[config.mk]
export PLATFORM = sky130hd
export DESIGN_NAME = pe_bf16_operand_driver
export DESIGN_NICKNAME = d
export VERILOG_FILES = /design/src/rtl/bf16_pe_pkg.sv /design/src/rtl/pe_operand_buffer.sv /design/src/rtl/pe_bf16_operand_driver.sv
export SDC_FILE = /design/constraint.sdc
export NUM_CORES = 1
export LEC_CHECK = 0
export ABC_AREA = 1
export CAP_MARGIN = 25
export CORE_MARGIN = 2
export CORE_UTILIZATION = 52
export CTS_CLUSTER_DIAMETER = 30
export DETAILED_ROUTE_END_ITERATION = 10
export GPL_TIMING_DRIVEN = 0
export PLACE_DENSITY = 0.88
export SYNTH_ARGS = -nofsm -noshare
export SYNTH_HDL_FRONTEND = slang
export SYNTH_SLANG_ARGS = --single-unit
[constraint.sdc]
create_clock -name clk -period 2.66 [get_ports clk]
set_input_delay 0.532 -clock clk [delete_from_list [all_inputs] [get_ports clk]]
set_output_delay 0.532 -clock clk [all_outputs]
set_load 0.1 [all_outputs]
[src/rtl/bf16_pe_pkg.sv]
// Shared types and constants for the bfloat16 PE operand driver and its benches.
package bf16_pe_pkg;

  localparam int unsigned BF16_W = 16;

  localparam logic [BF16_W-1:0] BF16_ZERO  = 16'h0000;
  localparam logic [BF16_W-1:0] BF16_ONE   = 16'h3F80;
  localparam logic [BF16_W-1:0] BF16_TWO   = 16'h4000;
  localparam logic [BF16_W-1:0] BF16_THREE = 16'h4040;
  localparam logic [BF16_W-1:0] BF16_FOUR  = 16'h4080;

  localparam int unsigned ST_W = 3;
  localparam logic [ST_W-1:0] ST_IDLE   = 3'd0;
  localparam logic [ST_W-1:0] ST_CLEAR  = 3'd1;
  localparam logic [ST_W-1:0] ST_ISSUE  = 3'd2;
  localparam logic [ST_W-1:0] ST_WAIT   = 3'd3;
  localparam logic [ST_W-1:0] ST_FINISH = 3'd4;

  typedef struct packed {
    logic [BF16_W-1:0] row;
    logic [BF16_W-1:0] col;
  } operand_pair_t;

endpackage

[src/rtl/pe_operand_buffer.sv]
// DEPTH-entry register file of (row, col) bfloat16 operand pairs; one write port, async read.
module pe_operand_buffer
  import bf16_pe_pkg::*;
#(
  parameter int unsigned DEPTH = 8,
  parameter int unsigned AW    = $clog2(DEPTH)
) (
  input  logic          clk,
  input  logic          we,
  input  logic [AW-1:0] waddr,
  input  operand_pair_t wdata,
  input  logic [AW-1:0] raddr,
  output operand_pair_t rdata_c
);

  operand_pair_t mem [DEPTH];

  // Contents deliberately survive reset so a run can be repeated after an abort.
  always_ff @(posedge clk) begin
    if (we) mem[waddr] <= wdata;
  end

  assign rdata_c = mem[raddr];

endmodule

[src/rtl/pe_bf16_operand_driver.sv]
// Initiator for the bfloat16 PE load/done handshake: clears the PE, streams buffered
// operand pairs one at a time, and returns the final accumulated result to the host.
module pe_bf16_operand_driver
  import bf16_pe_pkg::*;
#(
  parameter int unsigned DEPTH   = 8,
  parameter int unsigned AW      = $clog2(DEPTH),
  parameter int unsigned TIMEOUT = 64
) (
  input  logic              clk,
  input  logic              rst,
  input  logic              wr_en,
  input  logic [AW-1:0]     wr_addr,
  input  logic [BF16_W-1:0] wr_row,
  input  logic [BF16_W-1:0] wr_col,
  input  logic [AW:0]       len,
  input  logic              start,
  output logic              busy,
  output logic              done,
  output logic [BF16_W-1:0] result,
  output logic              timeout_err,
  output logic              pe_clr,
  output logic              load_in,
  output logic [BF16_W-1:0] row_in,
  output logic [BF16_W-1:0] col_in,
  input  logic [BF16_W-1:0] pe_result_in,
  input  logic              done_pe
);

  localparam int unsigned TW = $clog2(TIMEOUT + 1);

  logic [ST_W-1:0]   state, state_n;
  logic [AW-1:0]     idx, idx_n, last, last_n;
  logic [TW-1:0]     timer, timer_n;
  logic              busy_n, done_n, timeout_err_n, pe_clr_n, load_in_n;
  logic [BF16_W-1:0] result_n, row_in_n, col_in_n;
  logic [AW-1:0]     len_last;
  operand_pair_t     rd_pair;

  pe_operand_buffer #(.DEPTH(DEPTH), .AW(AW)) u_buf (
    .clk     (clk),
    .we      (wr_en & ~busy),
    .waddr   (wr_addr),
    .wdata   ('{row: wr_row, col: wr_col}),
    .raddr   (idx),
    .rdata_c (rd_pair)
  );

  // Index of the final pair, with len saturated to DEPTH.
  assign len_last = (len > (AW+1)'(DEPTH)) ? AW'(DEPTH - 1) : AW'(len - (AW+1)'(1));

  always_comb begin
    state_n       = state;
    idx_n         = idx;
    last_n        = last;
    timer_n       = timer;
    busy_n        = busy;
    done_n        = 1'b0;
    result_n      = result;
    timeout_err_n = timeout_err;
    pe_clr_n      = 1'b0;
    load_in_n     = 1'b0;
    row_in_n      = row_in;
    col_in_n      = col_in;
    case (state)
      ST_IDLE: begin
        if (start) begin
          timeout_err_n = 1'b0;
          if (len == '0) begin
            done_n   = 1'b1;
            result_n = BF16_ZERO;
            state_n  = ST_FINISH;
          end else begin
            last_n  = len_last;
            idx_n   = '0;
            busy_n  = 1'b1;
            state_n = ST_CLEAR;
          end
        end
      end
      ST_CLEAR: begin
        pe_clr_n = 1'b1;
        state_n  = ST_ISSUE;
      end
      ST_ISSUE: begin
        load_in_n = 1'b1;
        row_in_n  = rd_pair.row;
        col_in_n  = rd_pair.col;
        timer_n   = '0;
        state_n   = ST_WAIT;
      end
      ST_WAIT: begin
        timer_n = timer + TW'(1);
        // A response in the last timer cycle still counts as a completion.
        if (done_pe) begin
          if (idx == last) begin
            result_n = pe_result_in;
            done_n   = 1'b1;
            busy_n   = 1'b0;
            state_n  = ST_FINISH;
          end else begin
            idx_n   = idx + AW'(1);
            state_n = ST_ISSUE;
          end
        end else if (timer == TW'(TIMEOUT - 1)) begin
          timeout_err_n = 1'b1;
          done_n        = 1'b1;
          busy_n        = 1'b0;
          state_n       = ST_FINISH;
        end
      end
      ST_FINISH: state_n = ST_IDLE;
      default:   state_n = ST_IDLE;
    endcase
  end

  always_ff @(posedge clk) begin
    if (rst) begin
      state       <= ST_IDLE;
      idx         <= '0;
      last        <= '0;
      timer       <= '0;
      busy        <= 1'b0;
      done        <= 1'b0;
      result      <= BF16_ZERO;
      timeout_err <= 1'b0;
      pe_clr      <= 1'b0;
      load_in     <= 1'b0;
      row_in      <= BF16_ZERO;
      col_in      <= BF16_ZERO;
    end else begin
      state       <= state_n;
      idx         <= idx_n;
      last        <= last_n;
      timer       <= timer_n;
      busy        <= busy_n;
      done        <= done_n;
      result      <= result_n;
      timeout_err <= timeout_err_n;
      pe_clr      <= pe_clr_n;
      load_in     <= load_in_n;
      row_in      <= row_in_n;
      col_in      <= col_in_n;
    end
  end

endmodule
==> flow_metrics.py, run 1 <==
metrics = {
    "outcome": {
        "outcome": "complete, no violations",
    },
    "setup_path": {
        "worstSetupPathType": "flip-flop to output pin",
        "cp_top_family": "buffers and inverters",
        "end_kind": "output pin",
        "path_cells": "clkdlybuf4s50_1",
        "crit_arrival_ps": 2110,
        "reg2reg_slack_ps": 250,
        "crit_slowest_cell": "clkdlybuf4s50_1",
        "cp_max_fo": 2,
        "critical_path_buf_inv_count": 1,
        "startpoint_type": "flip-flop",
        "critPathRequiredTime_ps": 2130,
        "max_stage_delay_ps": 1160,
    },
    "place": {
        "routabilityCongestion": 0.838,
        "numPortBuffers": 112,
        "dp_cells": 1514,
        "hpwl_mm": 21.1,
        "dpl_cell_area_um2": 14400,
    },
    "sta": {
        "slew_headroom": 0.326,
        "slew_violations": 0,
        "finalCritPeriodShare": 0.993,
        "tightest_slew_ps": 1010,
        "final.setup.tns_ps": 0,
        "rsz0062_at_grt": "false",
        "fin_crit_ps": 2640,
        "fin_skew_ps": 30.4,
        "clock.fmax_mhz": 379,
        "hold_viol": 0,
        "final-setup-viol-count": 0,
    },
    "die": {
        "rows": 56,
        "core_region_area_um2": 23600,
        "dieArea_um2": 25500,
        "die_h_um": 160,
        "start_util": 0.533,
        "die_w_um": 160,
        "io-pin-count": 113,
    },
    "global_routing": {
        "first_global_vias": 9931,
        "grt_first_pass_wirelength_mm": 54.7,
        "grt_usage": 0.279,
        "overflow": 0,
        "grt_max_degree": 24,
        "antenna_found_initial": 1,
    },
    "logic_synthesis": {
        "synth_nets": 1138,
        "syn_avg_cell_area_um2": 11.7,
        "syn-cell-area_um2": 12600,
        "synth_warnings": 0,
        "syn_inst": 1075,
        "ys_types": 31,
        "ys_ff_latch": 325,
        "yosysSeqAreaShare": 0.720,
    },
    "cells_and_area": {
        "area_delta_synth_final_pct": 28.1,
        "nets": 1312,
        "post-route-util": 0.683,
        "num_antenna_cells": 0,
        "final_cell_mix": "256 x edfxtp_1, 198 x nor2_1, 188 x o21ai_0, 110 x clkdlybuf4s50_1, 79 x nand2_1",
        "fin_cells": 1612,
        "fin_area_um2": 16100,
        "layout-drive-gt1-share": 0.0998,
        "mostFrequentLayoutCell": "edfxtp_1",
    },
    "power": {
        "p_leak_uw": 0.00549,
        "power.density_nw_per_um2": 1130,
        "finalPower_uw": 18100,
        "ir_worst_vdd_v": 0.000801,
    },
    "detailed_routing": {
        "ant_nets": 0,
        "via_per_inst": 6.13,
        "vias": 9882,
        "drtPass1Iterations": 6,
        "post-route-drc-count": 0,
        "routed_wl_mm": 35.8,
        "routedWlPerCell_um": 22.2,
        "drtIter0Drc": 1338,
    },
    "clocking": {
        "numCtsBuffers": 52,
        "post_cts_buffers": 0,
        "cts.sinks": 325,
        "clk_path_buf_depth": 3,
        "insertion_delay_ps": 580,
        "clkTransAtPathRegs_ps": 50,
        "cts_tree": "built",
        "cts-root-buf": "clkbuf_16",
        "cts_max_level": 2,
    },
    "flow_run": {
        "cap_viol_max_count": 0,
    },
    "min_path": {
        "hp-class": "flip-flop to flip-flop",
    },
}
power breakdown:
part / internal [uW] / switching (uW) / total (uW)
sequential: 5930 / 206 / 6130
combinational: 1260 / 3990 / 5250
clock: 4410 / 2360 / 6760
total: 11600 / 6550 / 18100
synth_stat cells (all sizes together):
cell type	instances	area, um2
a211oi	1	7.51
a21oi	45	225
a221oi	1	8.76
a31oi	3	18.8
and2	1	6.26
buf	24	120
clkbuf	45	169
clkinv	1	3.75
dfxtp	69	1380
edfxtp	256	7690
ha	3	37.5
inv	25	93.8
nand2	80	308
nand3	27	140
nand3b	1	7.51
nand4	7	43.8
nor2	217	842
nor3	2	10.0
nor3b	1	18.8
o211ai	32	240
o21ai	200	1000
o22ai	32	200
xnor2	2	17.5
path summary, 6_finish.rpt:
path              startpoint         to  cells after the start
hold / removal      timer[5]   timer[5]                      1
hold reg to reg     timer[5]   timer[5]                      1
setup / recovery   row_in[8]  row_in[8]                      1
setup reg to reg      idx[1]  row_in[8]                      7
worst register-to-register path: stages, from the launching register on:
cell and delay (ps):
dfxtp_1 320, buf_2 220, buf_2 310, buf_1 500
o21ai_0 280, o22ai_1 270, o21ai_0 210, a21oi_1 230
cell families (layout without fill, tap and decap cells):
logic type                 count (synthesis)  after routing  synth area share
and+or+nand+nor                          336            336             0.109
buffers and inverters                     95            313            0.0307
DFF                                      325            325             0.720
AOI/OAI and AO/OA                        314            314             0.135
xor gates and xnor gates                   2              2           0.00139
adders and majority gates                  3              3           0.00298
per-stage QoR:
stage	hold WS (ps)	setup slack, ps
6_report	459	19.7
2_1_floorplan	433	-132
5_1_grt	489	6.67
4_1_cts	462	25.7
3_3_place_gp	447	-1630
3_5_place_dp	455	107
flip-flops by register name (all words and copies together) (netlist names):
name / cells
busy: 1
col_in: 16
done: 1
idx: 3
last: 3
load_in: 1
pe_clr: 1
result: 16
row_in: 16
state: 3
timeout_err: 1
timer: 7
u_buf.mem: 256
area by class of cell:
| cell class | instances | area [um2] |
|---|---|---|
| clock buffer | 71 | 1410 |
| sequential | 325 | 9070 |
| inverter | 26 | 97.6 |
| timing repair buffer | 120 | 1310 |
| buffer | 69 | 289 |
| clock inverter | 27 | 349 |
| multi-input combinational | 655 | 3190 |
| fill | 1564 | 7490 |
| tap | 319 | 399 |
per-layer routing:
metal | wire length, um | track usage
met4 | 1580 | 0.145
met2 | 17300 | 0.460
met5 | 13 | 0
met1 | 12600 | 0.339
met3 | 4300 | 0.0737
what timing repair did:
| item | CTS | global route |
|---|---|---|
| endpoints found under the hold margin | 0 | 0 |
| resized for setup | 1 | 1 |
| hold buffers | 0 | 0 |
| endpoints found under the setup margin | 1 | 1 |
Note: power is estimated with default switching activity, not from simulation.
==> inputs of run 2 (changes only) <==
- CORE_UTILIZATION: 52 -> 57
- PLACE_DENSITY: 0.88 -> 0.91
- clock period: 2.66 -> 2.95 ns (I/O delays scaled with it)
==> run 2 against run 1 <==
Cell count down 2.6%. Largest cell class unchanged. Die area decreased by 8.6%. Clock skew is 10 ps lower. Critical path type unchanged. Core utilization is 5.9 points higher. Register-to-register slack gained 410 ps. Sequential power is 9.6% lower. Non-clock buffer count stayed put. Highest routed layer is now met4.
==> flow_metrics.py, run 2 (synthesis gave the netlist of run 1 again) <==
metrics = {
    "outcome": {
        "outcome": "complete, no violations",
    },
    "clocking": {
        "cts-root-buf": "clkbuf_16",
        "cts_tree": "built",
        "cts_max_level": 2,
        "cts.sinks": 325,
        "clkTransAtPathRegs_ps": 50,
        "clk_path_buf_depth": 3,
        "post_cts_buffers": 0,
        "postCtsHoldBufs": 0,
        "insertion_delay_ps": 560,
        "numCtsBuffers": 51,
        "cts_resized": 0,
    },
    "sta": {
        "hold_viol": 0,
        "rsz0062_at_grt": "false",
        "final-setup-viol-count": 0,
        "fin_skew_ps": 20.4,
        "slew_headroom": 0.329,
        "clock.fmax_mhz": 372,
        "finalCritPeriodShare": 0.911,
        "tightest_slew_ps": 1000,
        "fin_crit_ps": 2690,
        "slew_violations": 0,
    },
    "cells_and_area": {
        "fillers": 1270,
        "num_antenna_cells": 0,
        "largest_reg_flops": 256,
        "post-route-util": 0.742,
        "nets": 1311,
        "mostFrequentLayoutCell": "edfxtp_1",
        "layout-drive-gt1-share": 0.106,
        "regMostFlops": "u_buf.mem",
        "fin_cells": 1570,
        "final_cell_mix": "256 x edfxtp_1, 198 x nor2_1, 188 x o21ai_0, 112 x clkdlybuf4s50_1, 79 x nand2_1",
        "area_delta_synth_final_pct": 28.2,
    },
    "setup_path": {
        "r2r_start": "idx[1]",
        "startpoint_type": "flip-flop",
        "critPathRequiredTime_ps": 2360,
        "end_kind": "output pin",
        "crit_arrival_ps": 2100,
        "path_cells": "clkdlybuf4s50_1",
        "worstSetupPathType": "flip-flop to output pin",
        "crit_slowest_cell": "clkdlybuf4s50_1",
        "max_stage_delay_ps": 1160,
        "cp_top_family": "buffers and inverters",
        "reg2reg_slack_ps": 660,
        "critical_path_buf_inv_count": 1,
        "cp_max_fo": 2,
        "r2r_cells": 8,
        "worst_r2r_endpoint": "col_in[3]",
    },
    "die": {
        "core_region_area_um2": 21800,
        "io-pin-count": 113,
        "start_util": 0.579,
        "die_h_um": 153,
        "die_w_um": 153,
        "rows": 54,
        "dieArea_um2": 23300,
    },
    "min_path": {
        "min_to": "result[8]",
        "hp-class": "flip-flop to flip-flop",
        "hp-start": "result[8]",
        "whs_path_depth": 2,
    },
    "detailed_routing": {
        "post-route-drc-count": 0,
        "drtPass1Iterations": 6,
        "via_per_inst": 6.44,
        "vias": 10112,
        "ant_nets": 0,
        "drtIter0Drc": 1648,
        "routed_wl_mm": 37.2,
        "routedWlPerCell_um": 23.7,
    },
    "power": {
        "p_leak_uw": 0.00551,
        "power.density_nw_per_um2": 1030,
        "ir_worst_vdd_v": 0.000689,
    },
    "global_routing": {
        "overflow": 0,
        "grt_first_pass_wirelength_mm": 56.0,
        "grt_max_degree": 28,
        "antenna_found_initial": 0,
        "grt_usage": 0.311,
        "first_global_vias": 10159,
    },
    "flow_run": {
        "cap_viol_max_count": 0,
    },
    "place": {
        "routabilityCongestion": 0.859,
        "numPortBuffers": 112,
        "hpwl_mm": 21.8,
        "dp_cells": 1475,
    },
}
## run 2: power breakdown
part	internal, uW	total [uW]	switching (uW)	leakage [uW]
sequential	5340	5540	194	0.00288
clock	4180	6350	2180	0.000877
combinational	1140	4750	3610	0.00175
## run 2: layer usage
metal / wire (um) / global-route usage
met5: 0 / 0
met4: 1900 / 0.149
met3: 4670 / 0.0856
met2: 18000 / 0.526
met1: 12600 / 0.371
## run 2: how the worst max path moves through the flow
| stage | from | to | slack, ps | cells after the start |
|---|---|---|---|---|
| 2_1_floorplan | busy | u_buf.mem[0][0] | 160 | 3 |
| 3_3_place_gp | wr_en | u_buf.mem[2][12] | -1470 | 5 |
| 3_5_place_dp | wr_en | u_buf.mem[5][7] | 280 | 6 |
| 4_1_cts | busy | busy | 270 | 1 |
| 5_1_grt | row_in[7] | row_in[7] | 240 | 1 |
| 6_report | row_in[9] | row_in[9] | 260 | 1 |
## run 2: final cells by class
cell class	count	area (um2)	share of cell area
sequential	325	9070	0.562
multi-input combinational	655	3190	0.198
clock buffer	60	1390	0.0863
timing repair buffer	120	1300	0.0808
clock inverter	35	449	0.0278
tap	280	350	0.0217
buffer	69	289	0.0179
inverter	26	97.6	0.00605
## run 2: per-stage QoR
step	TNS, ps	setup WS, ps	hold slack, ps	power [uW]	instance area (um2)
6_report	0	264	464	16600	16100
5_1_grt	0	236	494	17100	16100
4_1_cts	0	267	467	16600	16100
3_5_place_dp	0	281	455	10200	14300
3_3_place_gp	-342600	-1470	448	10000	14100
2_1_floorplan	0	158	433	8890	12600
